## src/rtl/expr_regr_pkg.sv

```systemverilog
// Shared types and defaults for the expression-block regression harness.
// Used by the result MISR, the operand generator and the expression wrapper.
package expr_regr_pkg;

    localparam int RESULT_W  = 90;
    localparam int VEC_CNT_W = 16;

    typedef logic [RESULT_W-1:0] result_t;

    // Feedback polynomial x^90 + x^89 + x^88 + x^87 + 1, bits {89,88,87,0}
    localparam result_t DEF_TAPS = result_t'(1) | (result_t'(7) << 87);
    localparam result_t DEF_SEED = '0;

    typedef enum logic [1:0] {
        IDLE,
        RUN,
        DONE
    } state_e;

endpackage

```

## src/rtl/expr_result_misr_if.sv

```systemverilog
// Result-in and signature-out handshakes of the result MISR.
// master is the harness side, slave is the MISR.
interface expr_result_misr_if
    import expr_regr_pkg::*;
#(
    parameter int WIDTH = RESULT_W,
    parameter int CNT_W = VEC_CNT_W
);

    logic             in_valid;
    logic             in_ready;
    logic [WIDTH-1:0] in_data;
    logic             sig_valid;
    logic             sig_ready;
    logic [WIDTH-1:0] signature;
    logic [CNT_W-1:0] vec_count;

    modport master (
        output in_valid,
        output in_data,
        output sig_ready,
        input  in_ready,
        input  sig_valid,
        input  signature,
        input  vec_count
    );

    modport slave (
        input  in_valid,
        input  in_data,
        input  sig_ready,
        output in_ready,
        output sig_valid,
        output signature,
        output vec_count
    );

endinterface

```

## src/rtl/misr_step.sv

```systemverilog
// One MISR step: shift left, fold the MSB back through the taps,
// then mix in the new result word. Pure XOR, no carries.
module misr_step
    import expr_regr_pkg::*;
#(
    parameter int               WIDTH = RESULT_W,
    parameter logic [WIDTH-1:0] TAPS  = DEF_TAPS
) (
    input  logic [WIDTH-1:0] sig,
    input  logic [WIDTH-1:0] data,
    output logic [WIDTH-1:0] next
);

    logic [WIDTH-1:0] fold;

    assign fold = sig[WIDTH-1] ? TAPS : '0;
    assign next = {sig[WIDTH-2:0], 1'b0} ^ fold ^ data;

endmodule

```

## src/rtl/expr_result_misr.sv

```systemverilog
// Compacts a programmed number of expression results into one signature.
// Handshake flags decode from the state register only.
module expr_result_misr
    import expr_regr_pkg::*;
#(
    parameter int               WIDTH = RESULT_W,
    parameter int               CNT_W = VEC_CNT_W,
    parameter logic [WIDTH-1:0] TAPS  = DEF_TAPS,
    parameter logic [WIDTH-1:0] SEED  = DEF_SEED
) (
    input  logic               clk,
    input  logic               reset,
    input  logic               start,
    input  logic [CNT_W-1:0]   num_vectors,
    output logic               busy,
    expr_result_misr_if.slave  bus
);

    state_e           state;
    logic [WIDTH-1:0] sig_q;
    logic [WIDTH-1:0] sig_next;
    logic [CNT_W-1:0] cnt_q;
    logic [CNT_W-1:0] cnt_next;
    logic [CNT_W-1:0] target;
    logic             accept;

    misr_step #(
        .WIDTH (WIDTH),
        .TAPS  (TAPS)
    ) u_step (
        .sig  (sig_q),
        .data (bus.in_data),
        .next (sig_next)
    );

    assign bus.in_ready  = (state == RUN);
    assign bus.sig_valid = (state == DONE);
    assign busy          = (state != IDLE);
    assign bus.signature = sig_q;
    assign bus.vec_count = cnt_q;

    assign accept   = bus.in_valid && (state == RUN);
    assign cnt_next = cnt_q + CNT_W'(1);

    // Run control, signature accumulation and vector counting
    always_ff @(posedge clk) begin
        if (reset) begin
            state  <= IDLE;
            sig_q  <= SEED;
            cnt_q  <= '0;
            target <= '0;
        end else begin
            unique case (state)
                IDLE: begin
                    if (start) begin
                        sig_q  <= SEED;
                        cnt_q  <= '0;
                        target <= num_vectors;
                        state  <= (num_vectors == '0) ? DONE : RUN;
                    end
                end
                RUN: begin
                    if (accept) begin
                        sig_q <= sig_next;
                        cnt_q <= cnt_next;
                        if (cnt_next == target) begin
                            state <= DONE;
                        end
                    end
                end
                DONE: begin
                    if (bus.sig_ready) begin
                        state <= IDLE;
                    end
                end
                default: state <= IDLE;
            endcase
        end
    end

endmodule

```

## src/flat_wrapper.sv

```systemverilog
// flat-port wrapper written by rule: the top's interface ports become plain ports
module expr_result_misr_flat import expr_regr_pkg::*;
#(
    parameter int               WIDTH = RESULT_W,
    parameter int               CNT_W = VEC_CNT_W,
    parameter logic [WIDTH-1:0] TAPS  = DEF_TAPS,
    parameter logic [WIDTH-1:0] SEED  = DEF_SEED
)
  (clk, reset, start, num_vectors, busy, bus_in_valid, bus_in_data, bus_sig_ready, bus_in_ready, bus_sig_valid, bus_signature, bus_vec_count);
  expr_result_misr_if #(.WIDTH(WIDTH), .CNT_W(CNT_W)) bus_i ();
  input  logic clk;
  input  logic reset;
  input  logic start;
  input  logic [CNT_W-1:0] num_vectors;
  output logic busy;
  input wire logic [$bits(bus_i.in_valid)-1:0] bus_in_valid;
  input wire logic [$bits(bus_i.in_data)-1:0] bus_in_data;
  input wire logic [$bits(bus_i.sig_ready)-1:0] bus_sig_ready;
  output wire logic [$bits(bus_i.in_ready)-1:0] bus_in_ready;
  output wire logic [$bits(bus_i.sig_valid)-1:0] bus_sig_valid;
  output wire logic [$bits(bus_i.signature)-1:0] bus_signature;
  output wire logic [$bits(bus_i.vec_count)-1:0] bus_vec_count;
  assign bus_i.in_valid = bus_in_valid;
  assign bus_i.in_data = bus_in_data;
  assign bus_i.sig_ready = bus_sig_ready;
  assign bus_in_ready = bus_i.in_ready;
  assign bus_sig_valid = bus_i.sig_valid;
  assign bus_signature = bus_i.signature;
  assign bus_vec_count = bus_i.vec_count;
  expr_result_misr #(.WIDTH(WIDTH), .CNT_W(CNT_W), .TAPS(TAPS), .SEED(SEED)) u_core (.clk(clk), .reset(reset), .start(start), .num_vectors(num_vectors), .busy(busy), .bus(bus_i));
endmodule
```

## config.mk

```make
export PLATFORM = sky130hd
export DESIGN_NAME = expr_result_misr_flat
export DESIGN_NICKNAME = d
export VERILOG_FILES = /design/src/rtl/expr_regr_pkg.sv /design/src/rtl/expr_result_misr_if.sv /design/src/rtl/misr_step.sv /design/src/rtl/expr_result_misr.sv /design/src/flat_wrapper.sv
export SDC_FILE = /design/constraint.sdc
export NUM_CORES = 1
export LEC_CHECK = 0
export CAP_MARGIN = 20
export CORE_MARGIN = 3
export CORE_UTILIZATION = 30
export CTS_CLUSTER_DIAMETER = 60
export CTS_CLUSTER_SIZE = 20
export DETAILED_ROUTE_END_ITERATION = 12
export PLACE_DENSITY_LB_ADDON = 0.08
export SYNTH_ARGS = -nofsm -noshare
export SYNTH_HDL_FRONTEND = slang
export SYNTH_SLANG_ARGS = --single-unit
```

## constraint.sdc

```tcl
create_clock -name clk -period 3.56 [get_ports clk]
set_clock_uncertainty 0.05 [all_clocks]
set_input_delay 1.068 -clock clk [delete_from_list [all_inputs] [get_ports clk]]
set_output_delay 1.068 -clock clk [all_outputs]
set_load 0.005 [all_outputs]
```

==> results of run 1 <==
==> flip-flops by register name, indices dropped and copies added, names as in the netlist <==
name / count
u_core.bus.signature: 90
u_core.bus.vec_count: 16
u_core.target: 16
u_core.state: 2
==> worst max-delay path by stage <==
stage                         start                        to  slack (ns)  depth (start not counted)
floorplan                     start   u_core.bus.vec_count[1]        1.17                          7
global placement       bus_in_valid   u_core.bus.vec_count[8]        0.64                          7
global route        u_core.state[1]              bus_in_ready        0.54                          4
finish              u_core.state[1]              bus_in_ready        0.64                          4
detailed placement     bus_in_valid  u_core.bus.vec_count[15]        0.68                          6
CTS                 u_core.state[1]              bus_in_ready        0.60                          4
==> worst max-delay path, cell delays in order, from the launching register on <==
cell and delay [ns]:
dfxtp_1 0.36, nand2b_1 0.17, buf_4 0.19, inv_1 0.13, clkdlybuf4s50_1 0.56
==> stage by stage <==
| stage | setup WS, ns | utilization |
|---|---|---|
| global placement | 0.636 | 0.442 |
| detailed placement | 0.679 | 0.442 |
| finish | 0.640 | 0.474 |
| floorplan | 1.17 | - |
| global route | 0.539 | 0.474 |
| CTS | 0.602 | 0.474 |
==> logic make-up after synthesis <==
kind of cell	after synthesis
multiplexers	3
AO/OA/AOI/OAI	146
buffers and inverters	51
adder cells (fa/ha/maj)	1
flip-flops	124
AND/OR/NAND/NOR	220
XOR/XNOR	118
==> cell usage after synthesis, drive strengths merged (4+ instances only) <==
library cell / n
nand2: 53
a22oi: 83
a211oi: 4
clkbuf: 38
buf: 9
inv: 4
dfxtp: 124
nand4: 8
nor2: 117
nor4: 10
xor2: 89
xnor2: 29
a21oi: 40
o21ai: 12
nor3: 13
==> power breakdown <==
group / total [mW] / switching (mW) / internal [mW]
registers: 1.54 / 0.0725 / 1.46
logic: 0.728 / 0.351 / 0.377
clock network: 1.70 / 0.619 / 1.08
==> layout make-up <==
type | count | area share
Clock buffer | 20 | 0.0535
Clock inverter | 11 | 0.0135
Inverter | 4 | 0.00172
Multi-Input combinational cell | 488 | 0.351
Sequential cell | 124 | 0.285
Tap cell | 229 | 0.0329
Timing Repair Buffer | 229 | 0.263
==> per-layer routing <==
metal / track usage / wire [microns] / up-vias / part of all wire
li1: - / - / 2692 / -
met1: 0.218 / 7870 / 2561 / 0.44
met2: 0.279 / 8500 / 190 / 0.47
met3: 0.0575 / 1450 / 10 / 0.081
met4: 0.0501 / 145 / 0 / 0.0081
met5: 0 / 0 / - / 0
==> results.toml, run 1 <==
[placed_design]
placed_area_sq_um = 8130
globalplace.congestion = 0.839
place_hpwl_microns = 12700
dp_cells = 1074
numPortBuffers = 219

[grt]
grt_pass1_vias = 5493
grt-ovfl-total = 0
grt_start_max_net_pins = 71
track_usage = 0.172
grt_pass1_wl_microns = 28600
antenna_found_initial = 0

[timing]
tns_ns = 0
worst_pin_slew_ns = 0.632
fmax_ghz = 0.342
whs_ns = 0.424
min_period_over_period = 0.820
hold_viol = 0
setup_violations = 0
slew_headroom = 0.578
min_period_ns = 2.92
report.final.slew_viol_count = 0
rsz0062_at_grt = "false"

[synthesis]
ys_ff_latch = 124
synth_edf_count = 0
yosysTopAreaCell = "dfxtp_1"
synth_top_family_by_area = "XOR/XNOR gates"
syn_avg_cell_area_sq_um = 8.66
synth_compound_area_frac = 0.171
synth.yosys.seq_area_share = 0.433
synth_area_leaders = "dfxtp_1 43%, xor2_1 14%, a22oi_1 11%"
ys.flop_type = "dfxtp_1"
synth_fa_ha_area_frac = 0.00218
synthSimpleGateAreaFrac = 0.173
synthXorXnorAreaFrac = 0.180
syn_inst = 663
synth_nets = 775
synth_cell_types = 40
yosysWarnings = 0
synth_mux_area_frac = 0.00523
syn_area_sq_um = 5740
synth_top_area_frac = 0.433
async_flop_share = 0

[critical_path]
worstReg2RegEnd = "u_core.state[0]"
startpoint_type = "flip-flop"
crit_fanout = 12
reg2reg_slack_ns = 0.84
arrival_ns = 1.80
rr_startpoint = "u_core.bus.vec_count[0]"
worstPathRequired_ns = 2.44
setup.worst_path.end_class = "output pin"
worstSetupPathType = "flip-flop to output pin"
reg2regPathDepth = 9

[pwr]
p_leak_nw = 3.42
finalPower_mw = 3.96
power_density_nw_per_um2 = 454
vdd_ir_drop_max_uv = 316

[floorplanning]
start_util = 0.312
rows = 49
core_area_sq_um = 18400
io_pins = 220
die_y_microns = 144
die_w_microns = 144
die_area_sq_um = 20800

[layout]
areaGrowthSynthToFinish_pct = 51.9
nets = 976
multi_input_area_sq_um = 3060
layout_commonest_cell = "clkdlybuf4s50_1"
drive_gt1_frac = 0.0582
final-instance-count-excl-fill = 1105
nFillCells = 1802
layout_common_cells = "218 x clkdlybuf4s50_1, 124 x dfxtp_1, 116 x nor2_1, 89 x xor2_1, 83 x a22oi_1"
antenna_cells = 0
ff_latch_area_sq_um = 2480
final_cell_area_sq_um = 8720

[cts]
clockBufferDepth = 2
clkTransAtPathRegs_ns = 0.06
cts_buffers = 17
cts_sinks = 124
insertion_delay_ns = 0.41
cts_hold_buf = 0
post_cts_buffers = 0
cts_tree = "done"
post_cts_resized = 0
htree_num_levels = 4
cts-root-buf = "clkbuf_16"

[drt]
drt_wl_total_microns = 18000
first_iter_violations = 279
drc = 0
final_antenna_net_count = 0
drtPass1Iterations = 6
vias = 5453
viasPerCell = 4.93
wl_per_cell_microns = 16.3

[status]
status = "complete, no violations"

[hold_path]
hold_class = "flip-flop to flip-flop"
worstHoldPathCells = 2
hold_start = "u_core.target[15]"
hold_path_end = "u_core.target[15]"

[flow_run]
drv_cap = 0
Note: power is estimated with default switching activity, not from simulation.
==> inputs of run 2 (changes only) <==
Clock period 3.56 ns to 2.84 ns, I/O delays scaled along.
==> run 2 against run 1 <==
Sequential power increased by 25%. First-iteration DRC count increased by 2.5%. Critical path depth decreased by 1. Critical endpoint unchanged. Highest routed layer unchanged. Flip-flop and latch count unchanged. Via count increased by 0.79%. Largest power group unchanged.
==> results.toml, run 2 (synthesis results as in run 1) <==
[status]
status = "complete, no violations"

[grt]
grt-ovfl-total = 0
grt_pass1_wl_microns = 27600
track_usage = 0.167
grt_pass1_vias = 5348
grt_start_max_net_pins = 76
antenna_found_initial = 0

[timing]
worst_pin_slew_ns = 0.528
hold_viol = 0
tns_ns = 0
min_period_over_period = 0.909
report.final.slew_viol_count = 0
whs_ns = 0.418
min_period_ns = 2.58
rsz0062_at_grt = "false"
slew_headroom = 0.648
setup_ws_ns = 0.257
setup_violations = 0
fmax_ghz = 0.387

[layout]
drive_gt1_frac = 0.0667
nets = 984
antenna_cells = 0
nFillCells = 1744
areaGrowthSynthToFinish_pct = 54.4
largest_reg_flops = 90
layout_commonest_cell = "clkdlybuf4s50_1"
final_cell_area_sq_um = 8860
layout_common_cells = "218 x clkdlybuf4s50_1, 124 x dfxtp_1, 116 x nor2_1, 89 x xor2_1, 83 x a22oi_1"

[floorplanning]
die_y_microns = 144
io_pins = 220
die_w_microns = 144
core_area_sq_um = 18400
start_util = 0.312
rows = 49
die_area_sq_um = 20800

[critical_path]
crit_slowest_cell = "clkdlybuf4s50_1"
cp_cell_sequence = "nand2b_1 > inv_1 > clkdlybuf4s50_1"
setup.worst_path.end_class = "output pin"
cp_slowest_stage_delay_ns = 0.57
worstSetupPathType = "flip-flop to output pin"
startpoint_type = "flip-flop"
arrival_ns = 1.68
worstPathRequired_ns = 1.94
crit_fanout = 6

[cts]
htree_num_levels = 4
post_cts_buffers = 0
cts_buffers = 17
post_cts_resized = 0
cts_tree = "done"
cts-root-buf = "clkbuf_16"
clockBufferDepth = 2
cts_hold_buf = 0
cts_sinks = 124
clkTransAtPathRegs_ns = 0.05
insertion_delay_ns = 0.42

[drt]
drc = 0
wl_per_cell_microns = 15.9
vias = 5496
viasPerCell = 4.94
drtPass1Iterations = 4
final_antenna_net_count = 0
first_iter_violations = 286
drt_wl_total_microns = 17700

[placed_design]
place_hpwl_microns = 12500
dp_slack_ns = 0.261
placed_area_sq_um = 8220
globalplace.congestion = 0.830
numPortBuffers = 219

[pwr]
power_density_nw_per_um2 = 587
vdd_ir_drop_max_uv = 403
p_leak_nw = 3.49

[flow_run]
drv_cap = 0

[hold_path]
hold_class = "flip-flop to flip-flop"
run 2: cell count changes in the layout (fill, tap and decap cells not counted):
| cell | change |
|---|---|
| buf_4 | +6 |
| clkinv_2 | -3 |
| buf_12 | +2 |
| bufinv_16 | +2 |
| clkbuf_8 | +1 |
| clkinv_4 | -1 |
| clkinvlp_4 | +1 |
run 2: final timing paths:
check	cells past startpoint	to	slack (ns)	start
worst max-delay path	3	bus_in_ready	0.26	u_core.state[1]
worst max register to register	8	u_core.state[1]	0.29	u_core.bus.vec_count[0]
worst min register to register	2	u_core.target[13]	0.42	u_core.target[13]
worst min-delay path	2	u_core.target[13]	0.42	u_core.target[13]
run 2: area by class of cell:
class / instances / area (sq um) / area share
flip-flops and latches: 124 / 2480 / 0.280
repair buffers: 237 / 2370 / 0.268
multi-input cells: 488 / 3060 / 0.345
well taps: 229 / 287 / 0.0323
clock buffers: 21 / 480 / 0.0542
inverters: 4 / 15.0 / 0.00169
clock inverters: 10 / 161 / 0.0182
run 2: worst max-delay path: cells and delay by family (launching register included):
| family | cells | cell delay [ns] |
|---|---|---|
| simple gates | 1 | 0.19 |
| flops | 1 | 0.36 |
| buf+inv | 2 | 0.72 |
run 2: report_power, final:
group	internal (mW)	switching, mW	leakage [nW]
Sequential	1.83	0.0890	1.01
Clock	1.56	0.792	0.308
Combinational	0.486	0.443	2.17
run 2: metrics by stage:
step                      utilization  power, mW  std cells
after floorplan                     -       2.41        663
after global placement          0.447       2.89       1082
after detailed placement        0.447       2.90       1082
after CTS                       0.482       5.28       1113
after global routing            0.482       5.44       1113
final                           0.482       5.20       1113
run 2: metal layers:
layer | global-route usage | wire, microns
met5 | 0 | 0
met1 | 0.204 | 7680
met4 | 0.0476 | 242
met3 | 0.0661 | 1380
met2 | 0.273 | 8450
==> inputs of run 3 (changes only) <==
Settings changed: CORE_ASPECT_RATIO set to 2, PLACE_DENSITY set to 0.66, PLACE_DENSITY_LB_ADDON 0.08 to unset.
==> run 3 against run 2 <==
Core utilization down 0.97 points. Clock-buffer cell count unchanged. Total power fell by 3.7%. Sequential power barely moved. Wire length is 11% higher. Die area increased by 0.48%. Via count grew 2.2%. First-iteration DRC count fell by 16%. Maximum frequency barely moved. Critical path type unchanged.
==> results.toml, run 3 (synthesis results as in run 1) <==
[cts]
insertion_delay_ns = 0.41
post_cts_resized = 0
clkTransAtPathRegs_ns = 0.06
cts_sinks = 124
cts_tree = "done"
cts_hold_buf = 0
htree_num_levels = 4
post_cts_buffers = 0
clockBufferDepth = 2
cts-root-buf = "clkbuf_16"
cts_buffers = 17

[layout]
layout_common_cells = "218 x clkdlybuf4s50_1, 124 x dfxtp_1, 116 x nor2_1, 89 x xor2_1, 83 x a22oi_1"
nFillCells = 1878
layout_commonest_cell = "clkdlybuf4s50_1"
multi_input_area_sq_um = 3060
antenna_cells = 0
drive_gt1_frac = 0.0739
final-instance-count-excl-fill = 1148
nets = 992
final_cell_area_sq_um = 8890
largest_reg_flops = 90
ff_latch_area_sq_um = 2480
areaGrowthSynthToFinish_pct = 54.9

[timing]
hold_viol = 0
setup_violations = 0
tns_ns = 0
worst_pin_slew_ns = 0.711
fmax_ghz = 0.387
report.final.slew_viol_count = 0
slew_headroom = 0.526
setup_ws_ns = 0.259
whs_ns = 0.416
min_period_over_period = 0.909
rsz0062_at_grt = "false"
min_period_ns = 2.58

[drt]
vias = 5617
wl_met2_microns = 11200
drt_wl_total_microns = 19700
drc = 0
wl_met3_microns = 728
drtPass1Iterations = 4
viasPerCell = 4.89
topRoutingLayerUsed = "met4"
wl_per_cell_microns = 17.2
final_antenna_net_count = 0
wl_met1_microns = 7070
first_iter_violations = 240

[grt]
grt_start_max_net_pins = 71
track_usage = 0.186
antenna_found_initial = 0
grt_pass1_wl_microns = 30800
grt-ovfl-total = 0
grt_pass1_vias = 5725

[critical_path]
worstSetupPathType = "flip-flop to output pin"
startpoint_type = "flip-flop"
cp_cell_sequence = "nand2b_1 > inv_1 > clkdlybuf4s50_1"
critPathBufInv = 2
crit_slowest_cell = "clkdlybuf4s50_1"
cp_slowest_stage_delay_ns = 0.54
setup.worst_path.end_class = "output pin"
crit_fanout = 6
worstPathRequired_ns = 1.94
arrival_ns = 1.68
cp_top_family = "buffers and inverters"

[pwr]
p_sw_mw = 1.35
p_int_mw = 3.66
swShare = 0.270
seqPwrFrac = 0.384
clkPwrFrac = 0.425
power_density_nw_per_um2 = 564
vdd_ir_drop_max_uv = 305
pwr-share-comb = 0.191
p_leak_nw = 3.50

[placed_design]
place_hpwl_microns = 14600
placed_area_sq_um = 8310
dp_slack_ns = 0.222
dp_cells = 1116
numPortBuffers = 219
globalplace.congestion = 0.879

[floorplanning]
start_util = 0.305
rows = 71
die_y_microns = 202
die_w_microns = 104
io_pins = 220
core_area_sq_um = 18800
die_area_sq_um = 20900

[flow_run]
drv_cap = 0

[status]
status = "complete, no violations"

[hold_path]
hold_class = "flip-flop to flip-flop"
==> run 3: cell count changes in the layout (fill, tap and decap cells not counted), sizes merged <==
cell,before,now
buf,19,27
bufinv,4,2
clkinv,2,5
clkinvlp,3,4
inv,5,4
==> run 3: worst paths after layout <==
| check | startpoint | to | slack [ns] | depth (start not counted) |
|---|---|---|---|---|
| min | u_core.target[14] | u_core.target[14] | 0.42 | 2 |
| min reg2reg | u_core.target[14] | u_core.target[14] | 0.42 | 2 |
| max | u_core.state[1] | bus_in_ready | 0.26 | 3 |
| max reg2reg | u_core.bus.vec_count[8] | u_core.state[1] | 0.38 | 7 |
==> run 3: metrics by stage <==
step	power, mW	util
final	5.01	0.472
after global routing	5.24	0.472
after CTS	5.08	0.472
after detailed placement	2.92	0.441
after global placement	2.92	0.441
after floorplan	2.41	-
==> run 3: power groups by stage <==
stage | clock network (mW) | registers [mW] | logic, mW
3_5_place_dp | 0 | 1.96 | 0.961
2_1_floorplan | 0 | 1.95 | 0.461
4_1_cts | 2.19 | 1.92 | 0.968
5_1_grt | 2.26 | 1.94 | 1.04
6_report | 2.13 | 1.92 | 0.958
3_3_place_gp | 0 | 1.96 | 0.959
==> run 3: layer usage <==
metal,global-route usage,vias up
met5,0,-
met4,0.0961,0
met3,0.0347,46
met2,0.354,179
met1,0.188,2682
li1,-,2710
==> run 3: final cells by class <==
cell class | count | share of cell area
well taps | 255 | 0.0359
clock buffers | 21 | 0.0518
flip-flops and latches | 124 | 0.279
clock inverters | 11 | 0.0134
repair buffers | 245 | 0.274
multi-input cells | 488 | 0.344
inverters | 4 | 0.00169
==> run 3: worst register-to-register path, cell delays in order, from the launching register on <==
cell	delay [ns]
dfxtp_1	0.48
nand4_1	0.33
or4_4	0.54
mux2i_1	0.21
o31ai_1	0.12
nor3_1	0.25
a32o_2	0.25
mux2i_1	0.17
